File: config.mk
export PLATFORM = sky130hd
export DESIGN_NAME = mem_align
export DESIGN_NICKNAME = d
export VERILOG_FILES = /design/src/rtl/mem_align.sv
export SDC_FILE = /design/constraint.sdc
export NUM_CORES = 1
export LEC_CHECK = 0
export ABC_AREA = 1
export CORE_ASPECT_RATIO = 0.8
export CORE_MARGIN = 5
export CORE_UTILIZATION = 49
export CTS_CLUSTER_SIZE = 12
export DETAILED_ROUTE_END_ITERATION = 10
export HOLD_SLACK_MARGIN = 0.03
export PLACE_DENSITY = 0.95
export SKIP_LAST_GASP = 1
export SLEW_MARGIN = 10
export SYNTH_ARGS = -nofsm -noshare
export SYNTH_HDL_FRONTEND = slang
export SYNTH_SLANG_ARGS = --single-unit
File: constraint.sdc
create_clock -name clk -period 2.1 [get_ports clk]
set_input_delay 0.315 -clock clk [delete_from_list [all_inputs] [get_ports clk]]
set_output_delay 0.315 -clock clk [all_outputs]
set_load 0.005 [all_outputs]
File: src/rtl/mem_align.sv
// Load/store alignment unit between the MIPS MEM stage and the word-wide data memory.
// Formats store lanes and byte enables, extends load lanes, and runs one req/ack access with timeout.
module mem_align #(
  parameter int unsigned TIMEOUT = 255
) (
  input  logic        clk,
  input  logic        rst_n,
  input  logic        start,
  input  logic        we,
  input  logic [1:0]  size,
  input  logic        sext,
  input  logic [31:0] addr,
  input  logic [31:0] wdata,
  output logic        busy,
  output logic        done,
  output logic        err,
  output logic [31:0] rdata,
  output logic        mem_req,
  output logic        mem_we,
  output logic [31:0] mem_addr,
  output logic [3:0]  mem_be,
  output logic [31:0] mem_wdata,
  input  logic        mem_ack,
  input  logic [31:0] mem_rdata
);
  typedef enum logic [1:0] {IDLE = 2'd0, REQ = 2'd1, DONE = 2'd2} state_t;

  localparam logic [7:0] TO_LAST = 8'(TIMEOUT - 1);

  state_t      state_r, state_s;
  logic        we_r, we_s, sext_r, sext_s;
  logic [1:0]  size_r, size_s, lane_r, lane_s;
  logic [7:0]  cnt_r, cnt_s;
  logic        busy_s, done_s, err_s, mem_req_s, mem_we_s;
  logic [31:0] rdata_s, mem_addr_s, mem_wdata_s;
  logic [3:0]  mem_be_s;

  function automatic logic misaligned(input logic [1:0] sz, input logic [1:0] a);
    case (sz)
      2'b00:   misaligned = 1'b0;
      2'b01:   misaligned = a[0];
      2'b10:   misaligned = (a != 2'b00);
      default: misaligned = 1'b1;
    endcase
  endfunction

  function automatic logic [3:0] be_fmt(input logic [1:0] sz, input logic [1:0] a);
    case (sz)
      2'b00:   be_fmt = 4'b0001 << a;
      2'b01:   be_fmt = a[1] ? 4'b1100 : 4'b0011;
      default: be_fmt = 4'b1111;
    endcase
  endfunction

  function automatic logic [31:0] wdata_fmt(input logic [1:0] sz, input logic [31:0] d);
    case (sz)
      2'b00:   wdata_fmt = {4{d[7:0]}};
      2'b01:   wdata_fmt = {2{d[15:0]}};
      default: wdata_fmt = d;
    endcase
  endfunction

  // Shift the addressed lane down to bit 0, then zero/sign-extend it.
  function automatic logic [31:0] load_ext(input logic [1:0] sz, input logic sx,
                                           input logic [1:0] a, input logic [31:0] w);
    logic [31:0] sh;
    sh = w >> {a, 3'b000};
    case (sz)
      2'b00:   load_ext = {{24{sx & sh[7]}}, sh[7:0]};
      2'b01:   load_ext = {{16{sx & sh[15]}}, sh[15:0]};
      default: load_ext = sh;
    endcase
  endfunction

  // Register stage: every output and all FSM state.
  always_ff @(posedge clk or negedge rst_n) begin
    if (!rst_n) begin
      state_r   <= IDLE;
      we_r      <= 1'b0;
      sext_r    <= 1'b0;
      size_r    <= 2'b00;
      lane_r    <= 2'b00;
      cnt_r     <= 8'd0;
      busy      <= 1'b0;
      done      <= 1'b0;
      err       <= 1'b0;
      rdata     <= 32'd0;
      mem_req   <= 1'b0;
      mem_we    <= 1'b0;
      mem_addr  <= 32'd0;
      mem_be    <= 4'b0000;
      mem_wdata <= 32'd0;
    end else begin
      state_r   <= state_s;
      we_r      <= we_s;
      sext_r    <= sext_s;
      size_r    <= size_s;
      lane_r    <= lane_s;
      cnt_r     <= cnt_s;
      busy      <= busy_s;
      done      <= done_s;
      err       <= err_s;
      rdata     <= rdata_s;
      mem_req   <= mem_req_s;
      mem_we    <= mem_we_s;
      mem_addr  <= mem_addr_s;
      mem_be    <= mem_be_s;
      mem_wdata <= mem_wdata_s;
    end
  end

  // Next-state and next-output logic.
  always_comb begin
    state_s     = state_r;
    we_s        = we_r;
    sext_s      = sext_r;
    size_s      = size_r;
    lane_s      = lane_r;
    cnt_s       = cnt_r;
    busy_s      = busy;
    done_s      = 1'b0;
    err_s       = err;
    rdata_s     = rdata;
    mem_req_s   = mem_req;
    mem_we_s    = mem_we;
    mem_addr_s  = mem_addr;
    mem_be_s    = mem_be;
    mem_wdata_s = mem_wdata;
    case (state_r)
      IDLE: begin
        if (start) begin
          we_s   = we;
          sext_s = sext;
          size_s = size;
          lane_s = addr[1:0];
          cnt_s  = 8'd0;
          busy_s = 1'b1;
          if (misaligned(size, addr[1:0])) begin
            state_s = DONE;
            done_s  = 1'b1;
            err_s   = 1'b1;
          end else begin
            state_s     = REQ;
            err_s       = 1'b0;
            mem_req_s   = 1'b1;
            mem_we_s    = we;
            mem_addr_s  = {addr[31:2], 2'b00};
            mem_be_s    = be_fmt(size, addr[1:0]);
            mem_wdata_s = we ? wdata_fmt(size, wdata) : 32'd0;
          end
        end else begin
          busy_s = 1'b0;
        end
      end
      REQ: begin
        // An ack on the timeout edge still completes the access cleanly.
        if (mem_ack || (cnt_r == TO_LAST)) begin
          state_s   = DONE;
          done_s    = 1'b1;
          err_s     = ~mem_ack;
          cnt_s     = 8'd0;
          mem_req_s = 1'b0;
          mem_we_s  = 1'b0;
          mem_be_s  = 4'b0000;
          if (mem_ack && !we_r) begin
            rdata_s = load_ext(size_r, sext_r, lane_r, mem_rdata);
          end else begin
            rdata_s = rdata;
          end
        end else begin
          cnt_s = cnt_r + 8'd1;
        end
      end
      DONE: begin
        state_s = IDLE;
        busy_s  = 1'b0;
      end
      default: begin
        state_s   = IDLE;
        busy_s    = 1'b0;
        mem_req_s = 1'b0;
        mem_we_s  = 1'b0;
        mem_be_s  = 4'b0000;
      end
    endcase
  end
endmodule

# Word-level counts from Yosys, hierarchy flattened
# Cells that the tools add are included.
word_totals:
  wordCells: 82
  out_inout_bits: 105
  inputBits: 104
  ff_bits: 119
classes:
  shifts: 2
  bitwise_logic: 5
  n_reduce_logical: 15
  addsub: 1
  mux: 35
  n_eq_ne: 9
ops:
  columns: ["op", "n"]
  rows:
  - ["$pmux 32 s2", 2]
  - ["$mux 32", 1]
  - ["$shr 32x5->32", 1]
  - ["$mux 4", 4]
  - ["$mux 8", 2]
  - ["$pmux 8 s2", 1]
  - ["$mux 1", 13]
  - ["$pmux 4 s3", 1]
  - ["$pmux 1 s3", 3]
  - ["$reduce_and 3->1", 3]
  - ["$add 8x1->8 const B", 1]
  - ["$eq 8x8->1 const B", 1]
  - ["$pmux 4 s2", 1]
  - ["$eq 2x1->1 const B", 3]
  - ["$logic_not 2->1", 3]
  - ["$mux 2", 3]
  - ["$ne 2x2->1 const B", 3]
  - ["$pmux 1 s2", 3]
  - ["$reduce_and 2->1", 3]
  - ["$eq 2x2->1 const B", 2]
  - ["$pmux 2 s2", 1]
  - ["$reduce_and 4->1", 1]
  - ["$reduce_bool 2->1", 2]
  - ["$shl 1x2->4 const A", 1]
  - ["other kinds (5)", 8]

# Depth between registers and ports, before layout
# Gate-level depths: netlist of the first run.
logic_depth:
  depth_word: 7
  ltp_mapped: 10
  depth_no_buf: 10

# Least setup slack after synthesis of the first run
# No wires, ideal clock.
synth_timing:
  path_type: "register to register"
  start: "reg cnt_r[0]"
  end: "reg mem_be[0]"
  t_arrival_ns: 1.201
  path_stages_with_launch: 10
  path_slack_ns: 0.776
  period_less_slack_ns: 1.324
  required_ns: 1.977
  setup_ns: 0.123
  n_path_buf: 0
  path_cell_list: "dfrtp_1 inv_1 ha_1 nand2_1 nor2_1 nand2_1 nand2_2 nand2_1 o21ai_0 nand2_1"
synth_via:
  elab_chain_len: 4
synth_rtl:
  columns: ["element", "line", "source"]
  rows:
  - ["from (decl)", "33", "logic [7:0] cnt_r, cnt_s;"]
  - ["from (signal assigned)", "99", "cnt_r <= cnt_s;"]
  - ["$eq 8x8->1", "157", "if (mem_ack || (cnt_r == TO_LAST)) begin"]
  - ["$logic_or 1x1->1", "157", null]
  - ["$ne 2x2->1 (no source line)", null, null]
  - ["$reduce_and 4->1 (no source line)", null, null]
  - ["to (signal assigned)", "107", "mem_be <= mem_be_s;"]
  - ["to (decl)", "21", "output logic [3:0] mem_be,"]
# Every way passes these cells.
# A chain may end at the register's enable or synchronous reset.

# Worst setup path after layout of the first run
layout_timing:
  start: "reg lane_r[1]"
  end: "reg rdata[25]"
layout_via:
  elab_chain_len: 3
  word_cells_on_any_way: 4
  cone_classes: "1 x shift; 1 x mux; 2 x bitwise"
layout_rtl:
  columns: ["element", "line", "source"]
  rows:
  - ["from (decl)", "32", "logic [1:0] size_r, size_s, lane_r, lane_s;"]
  - ["from (signal assigned)", "98", "lane_r <= lane_s;"]
  - ["$shr 32x5->32 *", "67", "sh = w >> {a, 3'b000};"]
  - ["$and 1x1->1 (on tied branches)", "70, 69", null]
  - ["$pmux 32 s2 *", "68", "case (sz)"]
  - ["to (signal assigned)", "103", "rdata <= rdata_s;"]
  - ["to (decl)", "17", "output logic [31:0] rdata,"]
# Every way passes the cells marked *; elsewhere a longest branch is shown, timed or not.

==> metrics.yaml, run 1 <==
yosys:
  post_synth.cell_area_avg_um2: 7.76
  yosys.area.top_type_share_pct: 50.6
  ys_seq_area_share_pct: 50.6
  yosys.area.top_type: "dfrtp_1"
  synthArstFlopShare_pct: 100
  ys_seq_elements: 119
  ys.flop_type: "dfrtp_1"
  synth-edff-count: 0
  syn_area_mm2: 0.00588
  ys_top_cells_by_area: "dfrtp_1 51%, nand2_1 19%, nand3_1 4.6%"
  synth_cell_types: 33
  yosys_warnings: 0
  syn_inst: 758
sta:
  skew_ns: 0.0121
  fmax_mhz: 590
  slew_headroom_pct: 66.4
  post-route-period-util_pct: 80.7
  fin_crit_ns: 1.69
  hold_ws_ns: 0.385
  drv_slew: 0
  worstMarginPinSlew_ns: 0.504
  finalSetupViolCount: 0
  rsz0062_at_grt: "false"
  hold_violations: 0
  tns_ns: 0
clock_network:
  cts_made_buffers: 17
  clk_pin_slew_ns: 0.06
  cts_tree: "built"
  cts-root-buf: "clkbuf_16"
  cts.repair.resized: 0
  cts.sinks: 119
  clk_latency_ns: 0.41
  cts_setup_buffers: 0
  cts_buffer_depth: 2
  htree_levels: 4
worst_setup_path:
  r2r_end: "rdata[25]"
  r2r_cells: 6
  cp-end-kind: "flop"
  slowest_stage: "dfrtp_1"
  cp-start-kind: "flop"
  cp_max_fo: 16
  path_class: "reg2reg"
  timing.rr.start: "lane_r[1]"
  crit_chain: "inv_1 -> nand3_1 -> nand4_2 -> nand3_1 -> nand2_1 -> inv_1"
  crit_required_ns: 2.44
  r2r_slack_ns: 0.41
  max_stage_delay_ns: 0.65
  arrival_ns: 2.04
global_route:
  grtUsageTotal_pct: 26.3
  gr-total-overflow: 0
  grt_pass1_vias: 5883
  grt_start_max_net_pins: 82
  grt_pass1_wl_um: 29900
  antenna_found_initial: 0
power_and_ir_drop:
  p_clk_share_pct: 25.5
  seqPwrFrac_pct: 34.3
  p_per_area_mw_per_mm2: 1320
  peakVddDrop_mv: 0.687
  swShare_pct: 33.2
  p_switching_w: 0.00382
  p_int_w: 0.00768
  comb_power_share_pct: 40.3
  p_leak_nw: 4.17
status:
  status: "finished clean"
drt:
  drc: 0
  wire_per_inst_um: 16.5
  drtPass1Iterations: 7
  vias: 5959
  vias_per_cell: 5.29
  drt_iter0_markers: 440
  routed_wl_um: 18600
  drt.antenna.violating_nets: 0
floorplan:
  io_pins: 209
  rows: 35
  core_area_mm2: 0.0116
  die_h_um: 108
  die_x_um: 132
  start_util_pct: 50.5
  die-area_mm2: 0.0143
layout:
  diodes: 0
  areaGrowthSynthToFinish_pct: 47.9
  final_layout_size_suffix_gt1_share_pct: 7.26
  nNetsFinal: 1071
hold_path:
  min_path_type: "in2async"
run:
  maxCapViolCount: 0
placed_design:
  gp_routability_congestion: 0.913
  portBuffers: 206
  place_hpwl_um: 13700
power by group through the flow:
stage	clock, W	combinational (W)	sequential [W]
3_3_place_gp	0	0.00452	0.00391
6_report	0.00293	0.00463	0.00394
5_1_grt	0.00306	0.00511	0.00407
2_1_floorplan	0	0.00199	0.00385
3_5_place_dp	0	0.00464	0.00393
4_1_cts	0.00296	0.00468	0.00393
Yosys cell counts, types with 3 or more instances:
library cell	number
inv_1	41
nand2_1	301
buf_6	3
o22ai_1	11
or2_1	12
a21oi_1	21
clkbuf_1	9
or2_0	11
nand2_2	4
nand4_1	3
o211ai_1	7
dfrtp_1	119
o31ai_1	8
buf_4	8
inv_2	7
o21a_1	8
nand3_1	54
o21ai_0	49
buf_2	20
nor2_1	45
cell families (layout without fill, tap and decap cells):
kind of cell | Yosys count | in the layout | synth area share, %
AOI/OAI and AO/OA | 107 | 107 | 10.4
xor gates and xnor gates | 2 | 2 | 0.298
adders and majority gates | 2 | 2 | 0.425
buffers and inverters | 89 | 308 | 7.04
DFF | 119 | 119 | 50.6
other | 1 | 2 | 0.0638
and+or+nand+nor | 438 | 438 | 31.1
flip-flops by register name, indices dropped and copies added, names as in the netlist:
signal     count
size_r         2
cnt_r          8
mem_addr      30
lane_r         2
mem_req        1
state_r        2
we_r           1
sext_r         1
done           1
err            1
rdata         32
mem_we         1
mem_wdata     32
mem_be         4
busy           1
area by class of cell:
class / count / area, um2
well taps: 148 / 185
flip-flops and latches: 119 / 2980
inverters: 49 / 186
clock inverters: 12 / 153
repair buffers: 227 / 2260
fillers: 803 / 2950
multi-input cells: 551 / 2490
clock buffers: 20 / 447
worst max-delay path, delay by kind of cell, from the launching register on:
kind                   cells  cell delay, ns
and+or+nand+nor            4            0.78
DFF                        1            0.65
buffers and inverters      2            0.19
per-layer routing:
layer / global-route usage (%) / up-vias / share of wire, %
met3: 10.8 / 28 / 12
met5: 0 / - / 0
met2: 43.3 / 312 / 47
li1: - / 2831 / -
met4: 6.82 / 0 / 1.6
met1: 32.5 / 2788 / 39
worst max path at each step:
| stage | start | slack (ns) | depth (start not counted) | endpoint |
|---|---|---|---|---|
| after global routing | lane_r[1] | 0.18 | 6 | rdata[28] |
| after detailed placement | size[0] | 0.1 | 9 | mem_addr[10] |
| after floorplan | cnt_r[0] | 0.78 | 9 | mem_be[0] |
| after global placement | size[0] | 0.18 | 9 | mem_be[2] |
| final | lane_r[1] | 0.41 | 6 | rdata[25] |
| after CTS | mem_addr[4] | 0.43 | 1 | mem_addr[4] |
layout by cell type, fill, tap and decap left out, drive strengths merged, types with 20 or more instances in the layout:
cell / count
nor2: 48
dfrtp: 119
o21ai: 50
a21oi: 21
nand3: 55
buf: 21
inv: 49
or2: 24
clkbuf: 20
nand2: 307
clkdlybuf4s50: 205
stage by stage:
stage | total power (W) | area [um2] | util [%] | worst slack (ns) | std cells
detailed placement | 0.00857 | 8090 | 69.4 | 0.0958 | 1093
CTS | 0.0116 | 8700 | 74.7 | 0.431 | 1126
floorplan | 0.00584 | 5880 | - | 0.776 | 759
global route | 0.0122 | 8700 | 74.7 | 0.179 | 1126
global placement | 0.00843 | 8090 | 69.4 | 0.185 | 1093
finish | 0.0115 | 8700 | 74.7 | 0.405 | 1126
timing repair:
item	4_1_cts	5_1_grt
hold endpoints to repair	23	0
setup endpoints to repair	0	0
hold buffers	1	0
Power figures use the tool's default switching activity.
==> run 2: changes to the inputs <==
- CORE_UTILIZATION: 49 -> 41
- PLACE_DENSITY: 0.95 -> 0.89
- clock period: 2.1 -> 1.4 ns (I/O delays scaled with it)
==> metrics.yaml, run 2 (synthesized netlist as in run 1, its figures left out) <==
status:
  status: "complete, but fails checks"
  violations: "setup timing"
worst_setup_path:
  max_stage_delay_ns: 0.46  # -0.19 ns
  r2r_cells: 9  # +3
  path_class: "in2reg"
  cp_common_cell: "o21ai_0"
  cp-start-kind: "primary input"
  crit_chain: "clkdlybuf4s50_1 -> buf_4 -> inv_2 -> nand2_1 -> o21ai_0 -> o21ai_0 -> o21a_1"
  timing.rr.start: "state_r[1]"
  startpoint: "size[0]"
  crit_required_ns: 1.72  # -0.72 ns
  cp_max_fo: 8  # -8
  r2r_slack_ns: -0.01  # -0.42 ns
  arrival_ns: 1.73  # -0.31 ns
  r2r_end: "rdata[12]"
  cp-end-kind: "flop"
  crit_end: "mem_wdata[12]"
  slowest_stage: "clkdlybuf4s50_1"
clock_network:
  htree_levels: 4  # unchanged
  cts.sinks: 119  # unchanged
  cts_tree: "built"
  cts_buffer_depth: 2  # unchanged
  clk_pin_slew_ns: 0.06  # about the same
  cts-root-buf: "clkbuf_16"
  clk_latency_ns: 0.42  # about the same
  cts_made_buffers: 17  # unchanged
global_route:
  grt_pass1_vias: 6247  # +6.2%
  antenna_found_initial: 0  # unchanged
  gr-total-overflow: 0  # unchanged
  grtUsageTotal_pct: 23.4  # -2.9 points
  grt_pass1_wl_um: 30700  # +2.6%
  grt_start_max_net_pins: 53  # -35%
drt:
  drc: 0  # unchanged
  vias_per_cell: 5.15  # -2.7%
  top_layer: "met4"
  drtPass1Iterations: 5  # -2
  wl_met2_um: 9520  # +8.4%
  drt_iter0_markers: 392  # -11%
  routed_wl_um: 20300  # +9.3%
  dr_wl_met3_um: 2260  # +3.9%
  vias: 6282  # +5.4%
  wire_per_inst_um: 16.7  # +0.84%
  wl_met1_um: 8000  # +9.0%
  drt.antenna.violating_nets: 0  # unchanged
layout:
  multi_input_area_mm2: 0.00261  # +4.8%
  final_cell_mix: "292 x nand2_1, 116 x dfrtp_1, 103 x dlygate4sd2_1"
  largestRegisters: "mem_wdata x32, rdata x32, mem_addr x30"
  areaGrowthSynthToFinish_pct: 61.0
  final_common_cell: "nand2_1"
  final_util_pct: 66.9  # -7.8 points
  fill_cells: 1137  # +42%
  seqCellArea_mm2: 0.00298  # +0.13%
  fin_area_mm2: 0.00947  # +8.8%
  nNetsFinal: 1129  # +5.4%
  final_layout_size_suffix_gt1_share_pct: 15.3  # +8.1 points
  diodes: 0  # unchanged
sta:
  rsz0062_at_grt: "true"
  drv_slew: 0  # unchanged
  finalSetupViolCount: 6  # +6
  post-route-period-util_pct: 101
  fmax_mhz: 706
  fin_ws_ns: -0.0166  # -0.422 ns
  fin_crit_ns: 1.42
  hold_ws_ns: 0.229  # -0.156 ns
  hold_violations: 0  # unchanged
  skew_ns: 0.0185  # +0.00645 ns
power_and_ir_drop:
  peakVddDrop_mv: 1.16  # +69%
  swShare_pct: 36.2  # +3.0 points
  seqPwrFrac_pct: 33.6  # -0.7 points
  p_clk_share_pct: 25.0  # -0.5 points
  p_switching_w: 0.00623  # +63%
  p_int_w: 0.0110  # +43%
  comb_power_share_pct: 41.4  # +1.1 points
  p_per_area_mw_per_mm2: 1820  # +37%
  p_leak_nw: 4.81  # +15%
placed_design:
  post_dp_cell_area_mm2: 0.00846  # +4.6%
  gp_routability_congestion: 0.908  # -0.55%
  place_hpwl_um: 14000  # +2.8%
  portBuffers: 206  # unchanged
floorplan:
  io_pins: 209  # unchanged
  die_x_um: 144  # +8.6%
  rows: 39  # +11%
  core_area_mm2: 0.0142  # +21%
  start_util_pct: 41.6  # -8.9 points
  die_h_um: 117  # +8.5%
  die-area_mm2: 0.0169  # +18%
run:
  maxCapViolCount: 0  # unchanged
hold_path:
  min_path_type: "in2async"
==> run 2: how the worst min path moves through the flow <==
stage	start	to	slack (ns)
after floorplan	rst_n	busy	-0.09
after global placement	rst_n	rdata[17]	0.11
after detailed placement	rst_n	rdata[20]	0.12
after CTS	rst_n	rdata[9]	0.23
after global routing	rst_n	rdata[16]	0.25
final	rst_n	rdata[14]	0.23
==> run 2: timing repair <==
action                                  4_1_cts  5_1_grt
buffers inserted                              8       10
hold buffers                                  1        0
cloned                                        1        9
endpoints found under the setup margin      117       89
endpoints found under the hold margin        49        0
resized for setup                           106       59
pin swaps                                     1       21
==> run 2: worst max-delay path, delay by kind of cell <==
kind                   cells  cell delay [ns]
and+or+nand+nor            1             0.16
AOI/OAI and AO/OA          3             0.66
buffers and inverters      3             0.69
==> run 2: per-layer routing <==
layer | track usage, % | up-vias
li1 | - | 2957
met1 | 29.8 | 2940
met2 | 36.9 | 332
met3 | 8.37 | 53
met4 | 8.72 | 0
met5 | 0 | -
==> run 2: power by group through the flow <==
stage / clock [W] / sequential, W / combinational, W
6_report: 0.00431 / 0.00578 / 0.00712
5_1_grt: 0.00457 / 0.00597 / 0.00790
4_1_cts: 0.00439 / 0.00572 / 0.00667
3_5_place_dp: 0 / 0.00578 / 0.00740
3_3_place_gp: 0 / 0.00579 / 0.00720
2_1_floorplan: 0 / 0.00578 / 0.00299
==> run 2: layout make-up <==
cell class,instances,area share (%)
well taps,184,2.43
flip-flops and latches,119,31.5
multi-input cells,551,27.6
clock buffers,17,4.49
inverters,49,2.18
clock inverters,15,1.68
repair buffers,285,30.1
==> run 2: per-stage QoR <==
stage	setup slack, ns	instances	setup TNS [ns]	power (W)
after floorplan	0.0758	759	0	0.00877
after detailed placement	-0.437	1159	-25.52	0.0132
after CTS	-0.00510	1201	-0.0102	0.0168
after global placement	-0.350	1159	-19.61	0.0130
final	-0.0166	1220	-0.0347	0.0172
after global routing	-0.0805	1220	-1.87	0.0184
